[src/rtl/timer_pkg.sv]
// Shared types and constants for the keypad time-entry path of the countdown timer.
package timer_pkg;

  typedef enum logic [2:0] {
    IDLE    = 3'd0,
    ENTRY   = 3'd1,
    CONVERT = 3'd2,
    LOAD    = 3'd3,
    ERROR   = 3'd4
  } state_e;

  localparam logic [6:0] SEC_PER_MIN  = 7'd60;
  localparam logic [3:0] BCD_MAX      = 4'd9;
  localparam logic [3:0] SEC_TENS_MAX = 4'd5;
  localparam int         MAX_SECONDS  = 5999;
  // Width that holds any legal MM:SS total in seconds.
  localparam int         TV_W         = $clog2(MAX_SECONDS + 1);

endpackage

[src/rtl/bcd2_to_bin.sv]
// Two BCD digits (tens, units) to binary 0..99; purely combinational.
module bcd2_to_bin (
  input  logic [3:0] tens,
  input  logic [3:0] units,
  output logic [6:0] bin
);

  assign bin = ({3'b000, tens} * 7'd10) + {3'b000, units};

endmodule

[src/rtl/time_entry.sv]
// Keypad MM:SS entry: buffers 4 BCD digits, validates, converts to seconds and pulses load.
// enter -> load two edges later; digits/enter accepted only while ready (IDLE/ENTRY).
module time_entry #(
  parameter int NDIG  = 4,
  parameter int SEC_W = 16
) (
  input  logic             clk,
  input  logic             rst,
  input  logic             digit_valid,
  input  logic [3:0]       digit,
  input  logic             enter,
  input  logic             clear,
  output logic             ready,
  output logic             load,
  output logic [SEC_W-1:0] time_val,
  output logic             err,
  output logic [2:0]       digit_cnt
);
  import timer_pkg::*;

  state_e                 state_q, state_d;
  logic [NDIG-1:0][3:0]   buf_q, buf_d;
  logic [2:0]             cnt_q, cnt_d;
  logic                   err_q, err_d;
  logic [SEC_W-1:0]       tv_q, tv_d;

  logic [6:0]             min_bin, sec_bin;
  logic [TV_W-1:0]        secs_total;
  logic                   digit_bad, digit_ok;

  bcd2_to_bin u_min (.tens(buf_q[3]), .units(buf_q[2]), .bin(min_bin));
  bcd2_to_bin u_sec (.tens(buf_q[1]), .units(buf_q[0]), .bin(sec_bin));

  assign secs_total = (TV_W'(min_bin) * TV_W'(SEC_PER_MIN)) + TV_W'(sec_bin);

  // An invalid digit is an error even when the buffer is already full.
  assign digit_bad = digit_valid && (digit > BCD_MAX);
  assign digit_ok  = digit_valid && (digit <= BCD_MAX) && (cnt_q < 3'(NDIG));

  always_ff @(posedge clk) begin
    if (rst) begin
      state_q <= IDLE;
      buf_q   <= '0;
      cnt_q   <= '0;
      err_q   <= 1'b0;
      tv_q    <= '0;
    end else begin
      state_q <= state_d;
      buf_q   <= buf_d;
      cnt_q   <= cnt_d;
      err_q   <= err_d;
      tv_q    <= tv_d;
    end
  end

  always_comb begin
    state_d = state_q;
    buf_d   = buf_q;
    cnt_d   = cnt_q;
    err_d   = err_q;
    tv_d    = tv_q;

    if (clear) begin
      // Also taken in LOAD: the pulse for this cycle is already on the output.
      state_d = IDLE;
      buf_d   = '0;
      cnt_d   = '0;
      err_d   = 1'b0;
    end else begin
      unique case (state_q)
        IDLE, ENTRY: begin
          if (enter) begin
            if (state_q == ENTRY) begin
              if (buf_q[1] > SEC_TENS_MAX) begin
                state_d = ERROR;
                err_d   = 1'b1;
              end else begin
                state_d = CONVERT;
              end
            end
          end else if (digit_bad) begin
            state_d = ERROR;
            err_d   = 1'b1;
          end else if (digit_ok) begin
            buf_d   = {buf_q[NDIG-2:0], digit};
            cnt_d   = cnt_q + 3'd1;
            state_d = ENTRY;
          end
        end
        CONVERT: begin
          tv_d    = SEC_W'(secs_total);
          state_d = LOAD;
        end
        LOAD: begin
          state_d = IDLE;
          buf_d   = '0;
          cnt_d   = '0;
        end
        ERROR: begin
          state_d = ERROR;
        end
        default: begin
          state_d = IDLE;
        end
      endcase
    end
  end

  assign ready     = (state_q == IDLE) || (state_q == ENTRY);
  assign load      = (state_q == LOAD);
  assign time_val  = tv_q;
  assign err       = err_q;
  assign digit_cnt = cnt_q;

endmodule

[config.mk]
export PLATFORM = sky130hd
export DESIGN_NAME = time_entry
export DESIGN_NICKNAME = d
export VERILOG_FILES = /design/src/rtl/timer_pkg.sv /design/src/rtl/bcd2_to_bin.sv /design/src/rtl/time_entry.sv
export SDC_FILE = /design/constraint.sdc
export NUM_CORES = 1
export LEC_CHECK = 0
export BUFFER_PORTS_ARGS = -buffer_cell sky130_fd_sc_hd__buf_4
export CORE_AREA = 2 2 109 111
export DETAILED_ROUTE_END_ITERATION = 8
export DIE_AREA = 0 0 111 113
export PLACE_DENSITY = 0.45
export SYNTH_ARGS = -nofsm -noshare
export SYNTH_HDL_FRONTEND = slang
export SYNTH_SLANG_ARGS = --single-unit
export TNS_END_PERCENT = 50
[constraint.sdc]
create_clock -name clk -period 4.1 [get_ports clk]
set_clock_uncertainty 0.15 [all_clocks]
set_input_delay 0.82 -clock clk [delete_from_list [all_inputs] [get_ports clk]]
set_output_delay 0.82 -clock clk [all_outputs]
set_load 0.05 [all_outputs]
=== After elaboration in Yosys (flattened, before gate mapping) ===
Index checks and enable logic that the tools add are counted.
Widths: inputs -> output; s select.

* Flip-flop bits (word level): 36
* Input bits: 9

* Add/sub/neg operators: 4
* Multipliers: 3
* Magnitude comparators: 4
* Equality and inequality tests: 11
* Mux-type cells: 18
* Bitwise gates (word level): 1
* Reduce and logical (&&, ||, !) cells: 13

{| class="wikitable"
|+ Operators with widths
! kind !! count
|-
| $mux 16 || 3
|-
| $pmux 16 s2 || 1
|-
| $mux 3 || 8
|-
| $add 7x4->7 || 2
|-
| $add 13x7->13 || 1
|-
| $mul 4x3->6 const B || 2
|-
| $mul 7x4->11 const B || 1
|-
| $pmux 3 s3 || 1
|-
| $reduce_and 4->1 || 2
|-
| $eq 3x2->1 const B || 2
|-
| $ne 2x2->1 const B || 3
|-
| $pmux 3 s2 || 1
|-
| $gt 4x3->1 const B || 1
|-
| $gt 4x4->1 const B || 1
|-
| $le 4x4->1 const B || 1
|-
| $mux 1 || 4
|-
| $ne 2x1->1 const B || 2
|-
| $ne 4x4->1 const B || 1
|-
| $reduce_and 2->1 || 2
|-
| $reduce_bool 2->1 || 2
|-
| $reduce_or 2->1 || 2
|-
| $add 3x1->3 const B || 1
|-
| $eq 3x1->1 const B || 1
|-
| $eq 3x3->1 const B || 1
|-
| 6 further kinds || 8
|}

=== Logic depth before layout (Yosys ltp) ===
Gate-level depths: netlist (run 1).

* Word-level depth: 7
* Depth in mapped cells: 19
* Depth with buffers taken out: 18

=== Modules after synthesis ===
Synthesis (run 1) repeated with hierarchy kept, for this count alone.

* Cells, all modules: 330
* Area total of the unflattened synthesis: 2881.5 sq um

{| class="wikitable"
|+ Modules (own cells, without submodules)
! module !! times used !! cells an instance !! area an instance (sq um) !! seq. area each (sq um)
|-
| time_entry || 1 || 286 || 2441.1 || 720.7
|-
| bcd2_to_bin || 2 || 22 || 220.2 || 0.0
|}

=== Worst setup path after synthesis (run 1) ===
Ideal clock, no wire load.

* Path type: register to register
* Start: register buf_q[12] in the netlist's numbering
* End: register tv_q[12], in the netlist time_val[12]
* Data arrival time: 4.220 ns
* Path slack: -0.373 ns
* Cell stages (with the launch flop): 18
* Buffers on the path: 0
* Cells stage by stage: dfxtp_1 > ha_1 > inv_1 > fa_1 > xnor2_1 > inv_1 > fa_1 > fa_1 > inv_1 > ha_1 > xnor2_1 > ha_1 > o21ai_1 > a21oi_1 > nor2_1 > and4b_1 > nand3_4 > a2111oi_2

* Word-level cells in the longest chain between the ends: 4

{| class="wikitable"
|+ Ends and longest elaborated chain
! item !! line !! RTL
|-
| start: declaration || time_entry.sv:22 || <nowiki>logic [NDIG-1:0][3:0] buf_q, buf_d;</nowiki>
|-
| start signal: assignment || time_entry.sv:49 || <nowiki>buf_q <= buf_d;</nowiki>
|-
| $mul 4x3->6 || bcd2_to_bin.sv:8 || <nowiki>assign bin = ({3'b000, tens} * 7'd10) + {3'b000, units};</nowiki>
|-
| $add 7x4->7 || bcd2_to_bin.sv:8 ||
|-
| $mul 7x4->11 || time_entry.sv:34 || <nowiki>assign secs_total = (TV_W'(min_bin) * TV_W'(SEC_PER_MIN)) + TV_W'(sec_bin);</nowiki>
|-
| $add 13x7->13 || time_entry.sv:34 ||
|-
| end signal: assignment || time_entry.sv:52 || <nowiki>tv_q <= tv_d;</nowiki>
|-
| end: declaration || time_entry.sv:25 || <nowiki>logic [SEC_W-1:0] tv_q, tv_d;</nowiki>
|}

No other way between the ends.
A chain may end at the register's enable or synchronous reset.

=== Final worst setup path (run 1) ===
* Start: register buf_q[12] in the netlist's numbering
* End: register tv_q[10], in the netlist time_val[10]

The elaborated chain is that of the path after synthesis.

==> results of run 1 <==
-- layout by cell type, fill, tap and decap left out, types with 3 or more instances in the layout --
master / count
or3_1: 4
ha_1: 24
a211oi_1: 4
nor3_1: 5
xor2_1: 5
o211ai_1: 3
inv_1: 19
a21o_1: 8
clkbuf_16: 5
ha_4: 7
dfxtp_1: 33
nand3b_1: 3
nand3_1: 3
nor2b_1: 3
buf_4: 71
xnor2_1: 13
xnor2_2: 6
fa_1: 9
o21ai_2: 4
o21ai_0: 6
dfxtp_2: 3
fa_2: 3
nand2b_1: 7
inv_2: 7
nand2_1: 39
a21oi_2: 5
conb_1: 3
nor2_1: 36
a21oi_1: 35
-- stage by stage --
stage | instance area, um^2 | std cells | setup WS (ns)
6_report | 3924 | 554 | -0.08930
5_1_grt | 3924 | 554 | -0.2355
4_1_cts | 3875 | 552 | -0.1708
3_5_place_dp | 3548 | 538 | -0.2240
3_3_place_gp | 3548 | 538 | -0.1264
2_1_floorplan | 2975 | 345 | -0.1139
-- cells by family after synthesis --
logic type,share of synthesized area (%)
flops,24.98
xor+xnor,8.673
other cells,0.1300
buf+inv,6.808
mux,0.3469
fa+ha+maj,22.20
simple gates,20.47
compound gates,16.39
-- sequential cells by signal, summed over array words and instances (netlist names) --
| register | count |
|---|---|
| state_q | 3 |
| err | 1 |
| buf_q | 16 |
| time_val | 13 |
| digit_cnt | 3 |
-- metal layers --
metal | vias up | GRT usage, % | wire length, um
met5 | - | 0 | 0
met4 | 0 | 2.750 | 76
met3 | 6 | 1.553 | 114
met2 | 20 | 17.42 | 3015
met1 | 1142 | 12.97 | 3050
li1 | 1292 | - | -
-- timing repair --
| item | 4_1_cts | 5_1_grt |
|---|---|---|
| endpoints found under the setup margin | 6 | 6 |
| gates resized for setup | 24 | 7 |
| setup buffers | 6 | 2 |
| pin swaps | 22 | 7 |
-- final timing paths --
kind / slack, ns / endpoint / cells after the start / start
min reg2reg: 0.30 / time_val[5] / 2 / time_val[5]
max reg2reg: -0.09 / time_val[10] / 17 / buf_q[12]
max: -0.09 / time_val[10] / 17 / buf_q[12]
min: 0.30 / time_val[5] / 2 / time_val[5]
-- layout make-up --
type / instances / share of cell area (%)
multi-input combinational: 268 / 56.06
sequential: 36 / 18.46
timing repair buffer: 73 / 14.16
tap: 143 / 4.560
clock buffer: 5 / 3.189
inverter: 26 / 2.487
clock inverter: 3 / 1.084
-- critical path, delay by kind of cell (launching register included) --
family | cells | cell delay, ns
adders and majority gates | 6 | 2.42
AOI/OAI and AO/OA | 3 | 0.38
buffers and inverters | 5 | 0.29
DFF | 1 | 0.35
xor gates and xnor gates | 1 | 0.11
and+or+nand+nor | 2 | 0.40
-- power breakdown --
part / internal, uW / total (uW) / switching [uW]
Sequential: 358 / 367 / 9.61
Clock: 286 / 440 / 154
Combinational: 176 / 352 / 176
==> metrics.txt, run 1 <==
status=finished, violations left; violated checks=setup timing; post-synth top area cell=dfxtp_1; pin count of the biggest net entering global routing=21; H-tree depth=2; post-route ant nets=0; IO Count=31; RSZ-0062 raised after global routing=true; CTS buffer count=5; first-pass GRT wire length=10.63 mm; fin. max-slew vios=0; Startpoint Class=flop; DR pass1 iterations=4; peak supply drop=between 0.0001 and 0.00015 V; post-synthesis sequential area ratio=~25%; hold crit path type=flop to flop; area of the multi-input gates=2200 um^2; Crit. End Element=flop; Final HPWL DP=a little under 5 mm; CP Max Fanout=2; CP max stage delay=0.54 ns; worst rel slew slack=between 20% and 30%; fill count=approximately 1200; WS Path Type=flop to flop; Worst Tran Pin Value=roughly 1.1 ns; Leakage=0.001677 uW; Post-synth EDFFs=0; syn avg cell area=about 8.4 um^2; post-synthesis cell count=around 340; placer congestion estimate=slightly above 0.7; post-detailed-routing wire length=roughly 6.3 mm; clock buffer depth=2; final setup violating endpoints=4; Primary FF master, synth=dfxtp_1; GRT Resource Usage Total=10.01%; fin crit period=4.189 ns; Final #Nets=463; synthesized flop and latch total=36; DR vias=2460; mapped cell area=2885 um^2; Root Buffer Master=clkbuf_16; die area=approximately 13000 um^2; Initial Utilization=between 20% and 30%; Crit-path slowest cell=fa_1; initial drt markers=84; sum of negative setup slack=-0.2050 ns; num rows=39; post-DR vias/cell=4.440; layout cells sized above 1=32.36%; Post-synth ARST share=0%; Die H=roughly 110 um; Clock Latency Late Sink=approximately 0.28 ns; antenna violations before repair=0; vias in the first global route=2406; synth unique cells=a little over 50; Chip Width=around 110 um; PwrDens=295.4 nW/um^2; Worst Setup Slack, final=-0.08930 ns; area grow syn2layout=35.99%; required time of the critical path=between 4 and 5 ns; final hold vios=0; CTS tree=built; max-cap viol count=0; Worst-path clk slew=~0.06 ns; worst hold slack=0.2994 ns; DRC Markers=0; crit-path cells=ha_4 > inv_2 > fa_2 > inv_2 > fa_1 > fa_1 > inv_1 > fa_2 > inv_2 > ha_4 > o21ai_2 > a21oi_2 > nor2_1 > and4b_2 > buf_6 > xnor2_2 > a211oi_1; Final Power=approximately 1200 uW; Buffers on Ports=27; Worst EP arrival=between 4 and 5 ns; proportion of netlist area held by the largest area contributor=between 20% and 30%; register area=about 720 um^2; Post-synth top cells=a21oi_1 (40), nand2_1 (40), nor2_1 (37); Core ar.=approximately 11000 um^2; final period utilization=102.2%; Synth area leaders=dfxtp_1 (25%), ha_1 (14%), fa_1 (8.3%); CTS sink count=36; Syn. warnings=0; Diodes inserted=0; total grt overflow=0; cell mode on critical path=inv_2; post-layout util=34.81%; fmax=between 0.2 and 0.25 GHz; routed len/inst=11.29 um; hold buffer count at cts=0
(Power assumes the default switching activity.)
==> inputs of run 2 (changes only) <==
- REMOVE_ABC_BUFFERS: unset -> 1
==> run 2 against run 1 <==
Compared with the run above:
- worst setup slack better by 0.0041 ns
- combinational power rose by 6.0%
- first-iteration DRC count decreased by 29%
- critical path type unchanged
- the run still ends with setup timing left
- cell area rose by 3.5%
- clock-buffer cell count increased by 1
==> metrics.txt, run 2 (synthesis results as in run 1) <==
DR pass1 iterations=4; CTS tree=built; Final Cell Area=between 4000 and 5000 um^2; PwrDens=288.6 nW/um^2; Chip Width=around 110 um; IO Count=31; GRT Resource Usage Total=between 10 and 15%; H-tree depth=2; area grow syn2layout=40.76%; RSZ-0062 raised after global routing=true; final hold vios=0; met1 Usage GRT=12.60%; Final #Nets=around 470; GRT met3 Usage=under 10%; fin. max-slew vios=0; post-detailed-routing wire length=6.351 mm; cell family with most CP delay=adder cells; fmax=0.2389 GHz; layout cells sized above 1=between 30% and 40%; pin count of the biggest net entering global routing=21; initial drt markers=60; Buffers on Ports=27; largest reg by FF count=buf_q; Crit. End Element=flop; DRC Markers=0; placer congestion estimate=0.7697; crit-path cells=ha_4 > inv_2 > fa_2 > inv_2 > fa_1 > fa_1 > inv_1 > fa_2 > inv_2 > ha_4 > o21ai_2 > a21oi_2 > nor2_2 > and4b_2 > nand3_4 > nor2_2 > a2111oi_2; first-pass GRT wire length=~11 mm; busiest grt layer=met2; WS Path Type=flop to flop; die area=between 10000 and 15000 um^2; post-layout util=a little over a third; cell mode on critical path=inv_2; routed len/inst=approximately 11 um; CP bufs+invs=4; Core ar.=between 10000 and 15000 um^2; final setup violating endpoints=2; Root Buffer Master=clkbuf_16; Placement Cell Area=roughly 3500 um^2; DR vias=roughly 2500; antenna violations before repair=0; clock buffer depth=2; CP max stage delay=roughly 0.53 ns; worst rel slew slack=about 28%; Worst Setup Slack, final=-0.08516 ns; num rows=39; CTS buffer count=5; met2 GRT Util=a little under a fifth; Diodes inserted=0; hold crit path type=flop to flop; CTS sink count=36; Worst-path clk slew=about 0.060 ns; peak supply drop=~0.00016 V; CP Max Fanout=3; Final HPWL DP=slightly below 5 mm; post-DR vias/cell=roughly 4.4; status=finished, violations left; Initial Utilization=about 26%; final period utilization=102.1%; max reg flops=16; vias in the first global route=between 2000 and 3000; max-cap viol count=0; required time of the critical path=approximately 4.1 ns; Crit-path slowest cell=fa_2; Startpoint Class=flop; violated checks=setup timing; commonest non-fill, non-tap cells in the layout=buf_4 (78), nand2_1 (40), a21oi_1 (36); Leakage=0.001724 uW; Worst EP arrival=4.22 ns; total grt overflow=0; Clock Latency Late Sink=roughly 0.28 ns; most common cell after layout, fill and taps aside=buf_4; fin crit period=roughly 4.2 ns; Die H=between 100 and 150 um; post-route ant nets=0; Worst Tran Pin Value=about 1.1 ns
## run 2: path summary, 6_finish.rpt
kind	from	end	slack, ns	depth (start not counted)
hold reg to reg	time_val[2]	time_val[2]	0.30	2
hold / removal	time_val[2]	time_val[2]	0.30	2
setup / recovery	buf_q[9]	time_val[12]	-0.09	17
setup reg to reg	buf_q[9]	time_val[12]	-0.09	17
## run 2: where the power goes
group | internal (uW) | total (uW) | switching, uW
registers | 357 | 367 | 9.29
clock network | 286 | 432 | 147
logic | 192 | 373 | 181
## run 2: cell type report
type                    count  area, um^2
clock inverters             2       35.03
multi-input cells         268        2297
fillers                  1147        7211
repair buffers             79       596.8
clock buffers               6       128.9
inverters                  26       97.59
flip-flops and latches     36       726.9
well taps                 143       178.9
## run 2: tightest hold or removal path, stage by stage (launching register included)
cell and delay [ns]:
dfxtp_1 0.30, nand2_1 0.05, a21oi_1 0.05
## run 2: what timing repair did
action,4_1_cts,5_1_grt
setup endpoints to repair,6,6
pin swaps,17,22
resized for setup,30,32
hold buffers,0,0
buffers inserted,3,4
## run 2: stage by stage
step | power, uW | setup WS, ns | cells | TNS (ns) | hold WS [ns]
finish | 1172 | -0.08516 | 560 | -0.08794 | 0.3037
global route | 1243 | -0.2530 | 560 | -0.7937 | 0.3235
global placement | 678.9 | -0.2051 | 545 | -0.8102 | 0.2921
detailed placement | 680.0 | -0.3320 | 545 | -1.403 | 0.2968
floorplan | 559.1 | -0.3734 | 330 | -1.286 | 0.2894
CTS | 1144 | -0.1617 | 556 | -0.3438 | 0.3046
## run 2: routing by layer
| layer | up-vias | share of wire [%] | routed length, um |
|---|---|---|---|
| met1 | 1132 | 47 | 3015 |
| met4 | 0 | 0.69 | 44 |
| met3 | 5 | 3.1 | 200 |
| met5 | - | 0 | 0 |
| li1 | 1309 | - | - |
| met2 | 35 | 49 | 3091 |
==> inputs of run 3 (changes only) <==
==> constraint.sdc (replaced) <==
create_clock -name clk -period 4.1 [get_ports clk]
set_clock_uncertainty 0.15 [all_clocks]
set_input_delay 0.41 -clock clk [delete_from_list [all_inputs] [get_ports clk]]
set_output_delay 0.41 -clock clk [all_outputs]
set_load 0.05 [all_outputs]
==> run 3 against run 2 <==
Compared with the run above:
- the flow still finishes with violations (setup timing)
- clock power grew 4%
- clock-buffer cell count fell by 1
- fmax shrank 0.22%
- sequential share of layout area grew 0.54 points
- die area is the same
- worst setup slack lost 0.0092 ns
- total power fell by 0.34%
- critical path depth unchanged
- sequential power about the same
- first-iteration DRC count up 32%
- critical endpoint unchanged
==> metrics.txt, run 3 (synthesis results as in run 1) <==
status=finished, violations left; violated checks=setup timing; Chip Width=~110 um; Core ar.=11270 um^2; Worst EP arrival=between 4 and 5 ns; post-detailed-routing wire length=6.370 mm; post-DR vias/cell=around 4.4; total grt overflow=0; Crit. End Element=flop; Worst Setup Slack, final=-0.09438 ns; crit-path cells=ha_4 > inv_2 > fa_2 > inv_2 > fa_1 > fa_1 > inv_1 > fa_2 > xnor2_2 > ha_1 > o21ai_2 > a21oi_2 > nor2_1 > and4b_2 > nand3_4 > nor2_2 > a2111oi_2; most common cell after layout, fill and taps aside=buf_4; largest reg by FF count=buf_q; Die H=between 100 and 150 um; non-filler instance count after layout=557; Final Power=roughly 1200 uW; Leakage=0.001690 uW; fmax=~0.24 GHz; Buffers on Ports=27; clock buffer depth=2; max reg flops=16; post-route ant nets=0; CTS tree=built; placer congestion estimate=0.7696; sum of negative setup slack=-0.1703 ns; fin crit period=about 4.2 ns; CP max stage delay=0.53 ns; IO Count=31; final setup violating endpoints=4; hold buffer count at cts=0; routed len/inst=roughly 11 um; WHS Endpoint=err; initial drt markers=between 70 and 80; peak supply drop=between 0.0002 and 0.00025 V; Final #Nets=about 470; R2R Path Start=buf_q[12]; area grow syn2layout=36.64%; WS Path Type=flop to flop; die area=around 13000 um^2; final period utilization=102.3%; DR vias=~2500; first-pass GRT wire length=approximately 11 mm; fin. max-slew vios=0; CP bufs+invs=3; Crit-path slowest cell=fa_2; commonest non-fill, non-tap cells in the layout=buf_4 (76), nand2_1 (39), a21oi_1 (35); post-layout util=34.98%; worst rel slew slack=roughly 25%; Initial Utilization=between 20% and 30%; R2R Setup Slk=-0.09 ns; final hold vios=0; Reg2Reg Capture Point=time_val[12]; Worst-path clk slew=about 0.060 ns; DR pass1 iterations=5; Clock Latency Late Sink=approximately 0.28 ns; Diodes inserted=0; pin count of the biggest net entering global routing=21; cell family with most CP delay=adder cells; Final HPWL DP=4.966 mm; Register-to-Register Path Depth=17; PwrDens=approximately 300 nW/um^2; required time of the critical path=a little over 4 ns; CTS sink count=36; GRT Resource Usage Total=between 10% and 20%; placed insts=about 540; CTS buffer count=5; layout cells sized above 1=between 30% and 40%; Worst Tran Pin Value=roughly 1.1 ns; worst hold stages=2; H-tree depth=2; CP Max Fanout=3; max-cap viol count=0; Worst Min Path Start=clear; Startpoint Class=flop; DRC Markers=0; Root Buffer Master=clkbuf_16; RSZ-0062 raised after global routing=true; hold crit path type=primary input to flop; vias in the first global route=roughly 2500; antenna violations before repair=0; pre-CTS setup slack=-0.3007 ns; num rows=39
[run 3: cell count changes in the layout (fill, tap and decap cells not counted), moves of 2 or more]
cell,change
ha_1,+3
ha_4,-3
buf_4,-2
inv_1,+2
inv_2,-2
xnor2_1,+2
[run 3: worst register-to-register path, delay by kind of cell (launching register included)]
family	cells	cell delay, ns
fa+ha+maj	6	2.36
compound gates	3	0.43
flops	1	0.38
buf+inv	3	0.14
simple gates	4	0.51
xor+xnor	1	0.14
[run 3: final cells by class]
class	count	area (um^2)
Timing Repair Buffer	76	570.5
Clock buffer	5	125.1
Clock inverter	3	46.29
Fill cell	1168	7330
Inverter	26	97.59
Tap cell	143	178.9
Sequential cell	36	726.9
Multi-Input combinational cell	268	2197
[run 3: power by group]
group          internal (uW)  switching [uW]  leakage, uW
registers                357            9.36     0.000293
clock network            289             162    0.0000804
logic                    176             175      0.00132
total                    822             346      0.00169
[run 3: worst max path at each step]
stage | from | to | slack (ns) | depth (start not counted)
floorplan | buf_q[12] | time_val[12] | -0.37 | 17
global placement | buf_q[12] | time_val[12] | -0.20 | 17
detailed placement | buf_q[12] | time_val[11] | -0.30 | 18
CTS | buf_q[12] | time_val[12] | -0.15 | 16
global route | buf_q[12] | time_val[12] | -0.26 | 17
finish | buf_q[12] | time_val[12] | -0.09 | 17
[run 3: per-stage QoR]
stage / hold WS, ns / cell area [um^2]
after floorplan: 0.2894 / 2794
after global placement: 0.2921 / 3511
after detailed placement: 0.3002 / 3511
after CTS: 0.2116 / 3889
after global routing: 0.2319 / 3943
final: 0.2163 / 3943
[run 3: repair_timing]
action                     in CTS  in global routing
pin swaps                      17                  8
setup buffers                   5                  0
setup endpoints to repair       6                  6
gates resized for setup        35                 11
[run 3: routing by layer]
layer  global-route usage [%]  routed length, um  vias to the layer above
met2                    18.45               3042                       35
met5                        0                  0                        -
met4                    2.250                 28                        0
li1                         -                  -                     1303
met1                    12.84               3102                     1123
met3                    2.517                197                        4
